==> src/rtl/merge_seq_pkg.sv <==
// rtl/merge_seq_pkg.sv - state encoding and shared constants for the merge pass sequencer
package merge_seq_pkg;

  localparam int DEFAULT_N_LOG2 = 3;
  localparam int CNT_W          = 16;

  typedef enum logic [4:0] {
    INI   = 5'b00001,
    ISSUE = 5'b00010,
    WAIT  = 5'b00100,
    NEXT  = 5'b01000,
    DONE  = 5'b10000
  } state_t;

endpackage

==> src/rtl/merge_pass_sequencer_if.sv <==
// rtl/merge_pass_sequencer_if.sv - host and merge-core handshake bundle for the merge pass sequencer
interface merge_pass_sequencer_if
  import merge_seq_pkg::*;
#(
  parameter int N_LOG2 = DEFAULT_N_LOG2
);

  logic              start;
  logic              ack;
  logic              done;
  logic              result_bank;
  logic              mrg_start;
  logic              mrg_done;
  logic              mrg_ack;
  logic [N_LOG2-1:0] mrg_p_base;
  logic [N_LOG2-1:0] mrg_q_base;
  logic [N_LOG2-1:0] mrg_r_base;
  logic [N_LOG2-1:0] mrg_len;
  logic              mrg_src_bank;
  logic [CNT_W-1:0]  cycles_taken;

  modport master (
    input  start, ack, mrg_done,
    output done, result_bank, mrg_start, mrg_ack,
           mrg_p_base, mrg_q_base, mrg_r_base, mrg_len, mrg_src_bank, cycles_taken
  );

  modport slave (
    output start, ack, mrg_done,
    input  done, result_bank, mrg_start, mrg_ack,
           mrg_p_base, mrg_q_base, mrg_r_base, mrg_len, mrg_src_bank, cycles_taken
  );

endinterface

==> src/rtl/merge_job_addr_gen.sv <==
// rtl/merge_job_addr_gen.sv - maps (pass, job) to the run bases, run length and source bank of a merge job
module merge_job_addr_gen
  import merge_seq_pkg::*;
#(
  parameter int N_LOG2 = DEFAULT_N_LOG2
) (
  input  logic [N_LOG2-1:0] pass,
  input  logic [N_LOG2-1:0] job,
  output logic [N_LOG2-1:0] p_base,
  output logic [N_LOG2-1:0] q_base,
  output logic [N_LOG2-1:0] r_base,
  output logic [N_LOG2-1:0] len,
  output logic              src_bank
);

  localparam logic [N_LOG2-1:0] ONE = N_LOG2'(1);

  always_comb begin
    len      = ONE << pass;
    // each job consumes two runs of length 2^pass
    p_base   = (job << pass) << 1;
    q_base   = p_base + len;
    r_base   = p_base;
    src_bank = pass[0];
  end

endmodule

==> src/rtl/merge_pass_sequencer.sv <==
// rtl/merge_pass_sequencer.sv - sequences bottom-up merge sort passes through a shared merge core
// MERGE_SEQ_CYCLE_CNT_EN builds the saturating sort-cycle counter behind cycles_taken.
module merge_pass_sequencer
  import merge_seq_pkg::*;
#(
  parameter int N_LOG2 = DEFAULT_N_LOG2
) (
  input logic                   clk,
  input logic                   reset,
  merge_pass_sequencer_if.master bus
);

  localparam logic [N_LOG2-1:0] ONE         = N_LOG2'(1);
  localparam logic [N_LOG2-1:0] PASS_LAST   = N_LOG2'(N_LOG2 - 1);
  localparam logic              RESULT_BANK = 1'(N_LOG2 % 2);

  state_t            state_q, state_d;
  logic [N_LOG2-1:0] pass_q, pass_d, job_q, job_d;
  logic [N_LOG2-1:0] gen_p, gen_q, gen_r, gen_len;
  logic              gen_src;
  logic [N_LOG2-1:0] p_base_q, p_base_d, q_base_q, q_base_d, r_base_q, r_base_d, len_q, len_d;
  logic              src_bank_q, src_bank_d;
  logic              done_q, done_d, result_bank_q, result_bank_d;
  logic              mrg_start_q, mrg_start_d, mrg_ack_q, mrg_ack_d;
  logic [N_LOG2-1:0] span_end;
  logic              last_job, job_active;

  merge_job_addr_gen #(.N_LOG2(N_LOG2)) u_addr (
    .pass     (pass_d),
    .job      (job_d),
    .p_base   (gen_p),
    .q_base   (gen_q),
    .r_base   (gen_r),
    .len      (gen_len),
    .src_bank (gen_src)
  );

  // the last job of a pass ends exactly at the top of the buffer, wrapping to 0
  assign span_end = p_base_q + (len_q << 1);
  assign last_job = (span_end == '0);

  always_comb begin
    state_d = state_q;
    pass_d  = pass_q;
    job_d   = job_q;
    case (state_q)
      INI: if (bus.start) begin
        pass_d  = '0;
        job_d   = '0;
        state_d = ISSUE;
      end
      ISSUE: state_d = WAIT;
      WAIT:  if (bus.mrg_done) state_d = NEXT;
      NEXT: begin
        if (!last_job) begin
          job_d   = job_q + ONE;
          state_d = ISSUE;
        end else if (pass_q != PASS_LAST) begin
          pass_d  = pass_q + ONE;
          job_d   = '0;
          state_d = ISSUE;
        end else begin
          state_d = DONE;
        end
      end
      DONE:    if (bus.ack) state_d = INI;
      default: state_d = INI;
    endcase

    job_active    = state_d inside {ISSUE, WAIT, NEXT};
    p_base_d      = job_active ? gen_p   : '0;
    q_base_d      = job_active ? gen_q   : '0;
    r_base_d      = job_active ? gen_r   : '0;
    len_d         = job_active ? gen_len : '0;
    src_bank_d    = job_active & gen_src;
    done_d        = (state_d == DONE);
    result_bank_d = (state_d == DONE) & RESULT_BANK;
    mrg_start_d   = (state_d == ISSUE);
    mrg_ack_d     = (state_d == NEXT);
  end

  always_ff @(posedge clk) begin
    if (reset) begin
      state_q       <= INI;
      pass_q        <= '0;
      job_q         <= '0;
      p_base_q      <= '0;
      q_base_q      <= '0;
      r_base_q      <= '0;
      len_q         <= '0;
      src_bank_q    <= 1'b0;
      done_q        <= 1'b0;
      result_bank_q <= 1'b0;
      mrg_start_q   <= 1'b0;
      mrg_ack_q     <= 1'b0;
    end else begin
      state_q       <= state_d;
      pass_q        <= pass_d;
      job_q         <= job_d;
      p_base_q      <= p_base_d;
      q_base_q      <= q_base_d;
      r_base_q      <= r_base_d;
      len_q         <= len_d;
      src_bank_q    <= src_bank_d;
      done_q        <= done_d;
      result_bank_q <= result_bank_d;
      mrg_start_q   <= mrg_start_d;
      mrg_ack_q     <= mrg_ack_d;
    end
  end

  assign bus.done         = done_q;
  assign bus.result_bank  = result_bank_q;
  assign bus.mrg_start    = mrg_start_q;
  assign bus.mrg_ack      = mrg_ack_q;
  assign bus.mrg_p_base   = p_base_q;
  assign bus.mrg_q_base   = q_base_q;
  assign bus.mrg_r_base   = r_base_q;
  assign bus.mrg_len      = len_q;
  assign bus.mrg_src_bank = src_bank_q;

`ifdef MERGE_SEQ_CYCLE_CNT_EN
  logic [CNT_W-1:0] cnt_q, cnt_d;

  always_comb begin
    cnt_d = cnt_q;
    if (state_q == INI && bus.start) begin
      cnt_d = '0;
    end else if ((state_q inside {ISSUE, WAIT, NEXT}) && cnt_q != '1) begin
      cnt_d = cnt_q + CNT_W'(1);
    end
  end

  always_ff @(posedge clk) begin
    if (reset) begin
      cnt_q <= '0;
    end else begin
      cnt_q <= cnt_d;
    end
  end

  assign bus.cycles_taken = cnt_q;
`else
  assign bus.cycles_taken = '0;
`endif

endmodule

==> src/flat_wrapper.sv <==
// flat-port wrapper written by rule: the top's interface ports become plain ports
module merge_pass_sequencer_flat import merge_seq_pkg::*;
#(
  parameter int N_LOG2 = DEFAULT_N_LOG2
)
  (clk, reset, bus_start, bus_ack, bus_mrg_done, bus_done, bus_result_bank, bus_mrg_start, bus_mrg_ack, bus_mrg_p_base, bus_mrg_q_base, bus_mrg_r_base, bus_mrg_len, bus_mrg_src_bank, bus_cycles_taken);
  merge_pass_sequencer_if #(.N_LOG2(N_LOG2)) bus_i ();
  input logic clk;
  input logic reset;
  input wire logic [$bits(bus_i.start)-1:0] bus_start;
  input wire logic [$bits(bus_i.ack)-1:0] bus_ack;
  input wire logic [$bits(bus_i.mrg_done)-1:0] bus_mrg_done;
  output wire logic [$bits(bus_i.done)-1:0] bus_done;
  output wire logic [$bits(bus_i.result_bank)-1:0] bus_result_bank;
  output wire logic [$bits(bus_i.mrg_start)-1:0] bus_mrg_start;
  output wire logic [$bits(bus_i.mrg_ack)-1:0] bus_mrg_ack;
  output wire logic [$bits(bus_i.mrg_p_base)-1:0] bus_mrg_p_base;
  output wire logic [$bits(bus_i.mrg_q_base)-1:0] bus_mrg_q_base;
  output wire logic [$bits(bus_i.mrg_r_base)-1:0] bus_mrg_r_base;
  output wire logic [$bits(bus_i.mrg_len)-1:0] bus_mrg_len;
  output wire logic [$bits(bus_i.mrg_src_bank)-1:0] bus_mrg_src_bank;
  output wire logic [$bits(bus_i.cycles_taken)-1:0] bus_cycles_taken;
  assign bus_i.start = bus_start;
  assign bus_i.ack = bus_ack;
  assign bus_i.mrg_done = bus_mrg_done;
  assign bus_done = bus_i.done;
  assign bus_result_bank = bus_i.result_bank;
  assign bus_mrg_start = bus_i.mrg_start;
  assign bus_mrg_ack = bus_i.mrg_ack;
  assign bus_mrg_p_base = bus_i.mrg_p_base;
  assign bus_mrg_q_base = bus_i.mrg_q_base;
  assign bus_mrg_r_base = bus_i.mrg_r_base;
  assign bus_mrg_len = bus_i.mrg_len;
  assign bus_mrg_src_bank = bus_i.mrg_src_bank;
  assign bus_cycles_taken = bus_i.cycles_taken;
  merge_pass_sequencer #(.N_LOG2(N_LOG2)) u_core (.clk(clk), .reset(reset), .bus(bus_i));
endmodule
==> config.mk <==
export PLATFORM = sky130hd
export DESIGN_NAME = merge_pass_sequencer_flat
export DESIGN_NICKNAME = d
export VERILOG_FILES = /design/src/rtl/merge_seq_pkg.sv /design/src/rtl/merge_pass_sequencer_if.sv /design/src/rtl/merge_job_addr_gen.sv /design/src/rtl/merge_pass_sequencer.sv /design/src/flat_wrapper.sv
export SDC_FILE = /design/constraint.sdc
export NUM_CORES = 1
export LEC_CHECK = 0
export CAP_MARGIN = 30
export CORE_MARGIN = 2
export CORE_UTILIZATION = 25
export DETAILED_ROUTE_END_ITERATION = 8
export PLACE_DENSITY = 0.53
export SETUP_SLACK_MARGIN = 0.3
export SYNTH_ARGS = -nofsm -noshare
export SYNTH_HDL_FRONTEND = slang
export SYNTH_SLANG_ARGS = --single-unit
==> constraint.sdc <==
create_clock -name clk -period 2.8 [get_ports clk]
set_input_delay 0.56 -clock clk [delete_from_list [all_inputs] [get_ports clk]]
set_output_delay 0.56 -clock clk [all_outputs]
set_load 0.01 [all_outputs]
==> impl_metrics.prom <==
# TYPE chip_impl_metric gauge
chip_impl_metric{name="worst_ir_drop_vdd",unit="mV"} 0.373
chip_impl_metric{name="clk_latency",unit="ns"} 0.26
chip_impl_metric{name="first_global_vias",unit=""} 777
chip_impl_metric{name="grt_start_max_net_pins",unit=""} 12
chip_impl_metric{name="cts_num_sinks",unit=""} 21
chip_impl_info{name="outcome",value="completed"} 1
chip_impl_metric{name="detailed_placement_hpwl",unit="mm"} 1.70
chip_impl_metric{name="critical_path_arrival",unit="ns"} 2.60
chip_impl_metric{name="syn-instance-count",unit=""} 135
chip_impl_metric{name="die_y",unit="um"} 72.8
chip_impl_metric{name="wl_per_cell",unit="um"} 10.1
chip_impl_metric{name="detail_route.first_pass.iterations",unit=""} 3
chip_impl_info{name="type_of_the_worst_min_delay_path",value="flip-flop to flip-flop"} 1
chip_impl_metric{name="die_w",unit="um"} 72.8
chip_impl_metric{name="global_route.usage.met1",unit="%"} 10.9
chip_impl_metric{name="power_per_cell_area",unit="nW/um2"} 425
chip_impl_metric{name="setup_viol",unit=""} 0
chip_impl_metric{name="ctsLongestPathBuffers",unit=""} 2
chip_impl_metric{name="dp.cells",unit=""} 205
chip_impl_metric{name="routed_wire_length",unit="mm"} 2.12
chip_impl_metric{name="syn-mean-instance-area",unit="um2"} 8.77
chip_impl_metric{name="grt_overflow",unit=""} 0
chip_impl_metric{name="pre_cts_ws",unit="ns"} 0.202
chip_impl_metric{name="total_leakage_power",unit="nW"} 0.598
chip_impl_metric{name="synthToLayoutAreaGrowth",unit="%"} 19.3
chip_impl_metric{name="final-instance-count-excl-fill",unit=""} 209
chip_impl_metric{name="async_reset_ff_share",unit="%"} 0
chip_impl_metric{name="clkSlewWorstSetupHoldPaths",unit="ns"} 0.07
chip_impl_metric{name="starting_density",unit="%"} 25.6
chip_impl_metric{name="final_hold_viol_count",unit=""} 0
chip_impl_metric{name="fmaxAchievable",unit="GHz"} 0.416
chip_impl_metric{name="share_of_final_layout_standard_cells_stronger_than_drive_strength_1",unit="%"} 12.9
chip_impl_metric{name="synth_edf_count",unit=""} 0
chip_impl_metric{name="maxCapViolations",unit=""} 0
chip_impl_info{name="slowest_stage",value="or4_4"} 1
chip_impl_metric{name="ioPinCount",unit=""} 38
chip_impl_info{name="largest_cells_by_area_after_synthesis",value="dfxtp_1 36%, buf_4 14%, nor2_1 5.4%"} 1
chip_impl_metric{name="grt.met2_usage",unit="%"} 13.6
chip_impl_info{name="critPathKind",value="flip-flop to flip-flop"} 1
chip_impl_metric{name="final.min_clock_period",unit="ns"} 2.41
chip_impl_info{name="synth-main-ff-cell",value="dfxtp_1"} 1
chip_impl_metric{name="crit_fanout",unit=""} 8
chip_impl_metric{name="cp_data_required_time",unit="ns"} 2.99
chip_impl_info{name="unrepaired_setup_endpoints_after_global_routing",value="yes"} 1
chip_impl_metric{name="ff_latch_area",unit="um2"} 424
chip_impl_info{name="tritoncts_clock_tree",value="done"} 1
chip_impl_metric{name="die_area",unit="um2"} 5300
chip_impl_metric{name="synth_area",unit="um2"} 1180
chip_impl_metric{name="via_count",unit=""} 898
chip_impl_metric{name="post_cts_buffers",unit=""} 0
chip_impl_metric{name="synthDistinctLibCells",unit=""} 42
chip_impl_metric{name="final_antenna_net_count",unit=""} 0
chip_impl_metric{name="postSynthRegisterBits",unit=""} 21
chip_impl_info{name="yosysMostFrequentCell",value="buf_4"} 1
chip_impl_metric{name="first_iter_violations",unit=""} 25
chip_impl_metric{name="area_of_the_multi_input_gates",unit="um2"} 633
chip_impl_info{name="critical_path.endpoint_type",value="flip-flop"} 1
chip_impl_info{name="synth_common_cells",value="22 x buf_4, 21 x dfxtp_1, 17 x nor2_1, 9 x nand2_1, 5 x o21ai_0"} 1
chip_impl_metric{name="n_antenna_cell",unit=""} 0
chip_impl_metric{name="design.core.area",unit="um2"} 4630
chip_impl_metric{name="synth_largest_type_area_fraction",unit="%"} 35.5
chip_impl_metric{name="timing.final.crit_share",unit="%"} 85.9
chip_impl_metric{name="yosys_warnings",unit=""} 0
chip_impl_info{name="layer_with_the_highest_usage",value="met2"} 1
chip_impl_metric{name="groute.usage.overall",unit="%"} 8.65
chip_impl_metric{name="core.rowCount",unit=""} 25
chip_impl_metric{name="grt_pass1_wl",unit="mm"} 3.55
chip_impl_metric{name="routability_cong",unit=""} 0.790
chip_impl_metric{name="h-tree-depth",unit=""} 1
chip_impl_info{name="synth_largest_area_cell",value="dfxtp_1"} 1
chip_impl_metric{name="max_stage_delay",unit="ns"} 0.52
chip_impl_info{name="critical_path.startpoint_type",value="flip-flop"} 1
chip_impl_metric{name="cts_made_buffers",unit=""} 3
chip_impl_metric{name="nFillCells",unit=""} 498
chip_impl_info{name="cts_root_buffer",value="clkbuf_8"} 1
chip_impl_metric{name="setup_ws",unit="ns"} 0.394
chip_impl_metric{name="totalNegativeSetupSlack",unit="ns"} 0
chip_impl_metric{name="port_buffers",unit=""} 19
chip_impl_metric{name="drc_errors",unit=""} 0
chip_impl_metric{name="worst_hold_slack",unit="ns"} 0.581
chip_impl_metric{name="routed_vias_inst",unit=""} 4.30
chip_impl_metric{name="synth_seq_area_share",unit="%"} 35.5
chip_impl_info{name="worstPathCellList",value="xor3_1 > or2_4 > or4_4 > and3_4 > nand2_2 > nor2_1 > ha_1 > nand2b_1 > mux2i_1"} 1
chip_impl_metric{name="final-max-slew-violation-count",unit=""} 0
chip_impl_metric{name="grt_antenna_before_repair",unit=""} 0
chip_impl_metric{name="timing.clock.skew",unit="ns"} 0.00181
chip_impl_metric{name="grt.met3_usage",unit="%"} 3.31
chip_impl_metric{name="nNetsFinal",unit=""} 165
chip_impl_metric{name="final_core_util",unit="%"} 30.5
-- cell type report --
cell class	count	share of cell area, %
multi-input cells	103	44.8
repair buffers	25	16.7
flip-flops and latches	21	30.0
clock buffers	4	3.19
well taps	54	4.78
inverters	2	0.531
-- timing repair --
action,CTS,global route
gates resized for setup,0,2
setup endpoints to repair,0,2
hold buffers,0,0
-- layout by cell type, fill, tap and decap left out, drive strengths merged, types with 3 or more instances in the layout --
master          n
buf             6
conb           18
a21oi           4
nand3           3
clkdlybuf4s50  19
nor2           17
dfxtp          21
nand2           9
clkbuf          4
and2            3
nor2b           3
nand2b          3
nor3b           3
a31oi           3
nor3            4
ha              4
o21ai           6
-- worst max-delay path, delay by kind of cell, from the launching register on --
family	cells	cell delay, ns
DFF	1	0.34
adders and majority gates	1	0.18
muxes	1	0.11
and+or+nand+nor	6	1.28
xor gates and xnor gates	1	0.44
-- power breakdown --
group	internal (mW)	total (mW)	switching, mW
combinational	0.0398	0.0888	0.0490
sequential	0.306	0.313	0.00773
clock	0.101	0.198	0.0970
-- path summary, 6_finish.rpt --
path                                  from                  endpoint  slack (ns)  cells past startpoint
hold / removal            u_core.pass_q[1]          u_core.pass_q[1]        0.58                      2
hold reg to reg           u_core.pass_q[1]          u_core.pass_q[1]        0.58                      2
setup / recovery  u_core.bus.mrg_p_base[2]  u_core.bus.mrg_q_base[2]        0.39                      9
setup reg to reg  u_core.bus.mrg_p_base[2]  u_core.bus.mrg_q_base[2]        0.39                      9
-- kinds of logic after synthesis --
logic type      share of synthesized area (%)
xor+xnor                                 2.75
fa+ha+maj                                4.23
mux                                     0.846
other cells                             0.317
simple gates                             27.1
compound gates                           12.2
buf+inv                                  17.1
flops                                    35.5
-- per-stage QoR --
step / cell area (um2) / power, mW
2_1_floorplan: 1250 / 0.397
3_3_place_gp: 1360 / 0.406
3_5_place_dp: 1360 / 0.407
4_1_cts: 1410 / 0.608
5_1_grt: 1410 / 0.635
6_report: 1410 / 0.600
-- per-layer routing --
metal	up-vias	share of wire [%]
li1	468	-
met1	402	49
met2	24	44
met3	4	5.7
met4	0	1.2
met5	-	0
-- sequential cells by signal (all words and copies together), names as in the netlist --
name	count
u_core.state_q	5
u_core.bus.mrg_len	3
u_core.pass_q	3
u_core.bus.mrg_p_base	2
u_core.bus.mrg_q_base	2
u_core.job_q	2
u_core.bus.done	1
u_core.bus.mrg_ack	1
u_core.bus.mrg_src_bank	1
u_core.bus.mrg_start	1
(Power assumes the default switching activity.)
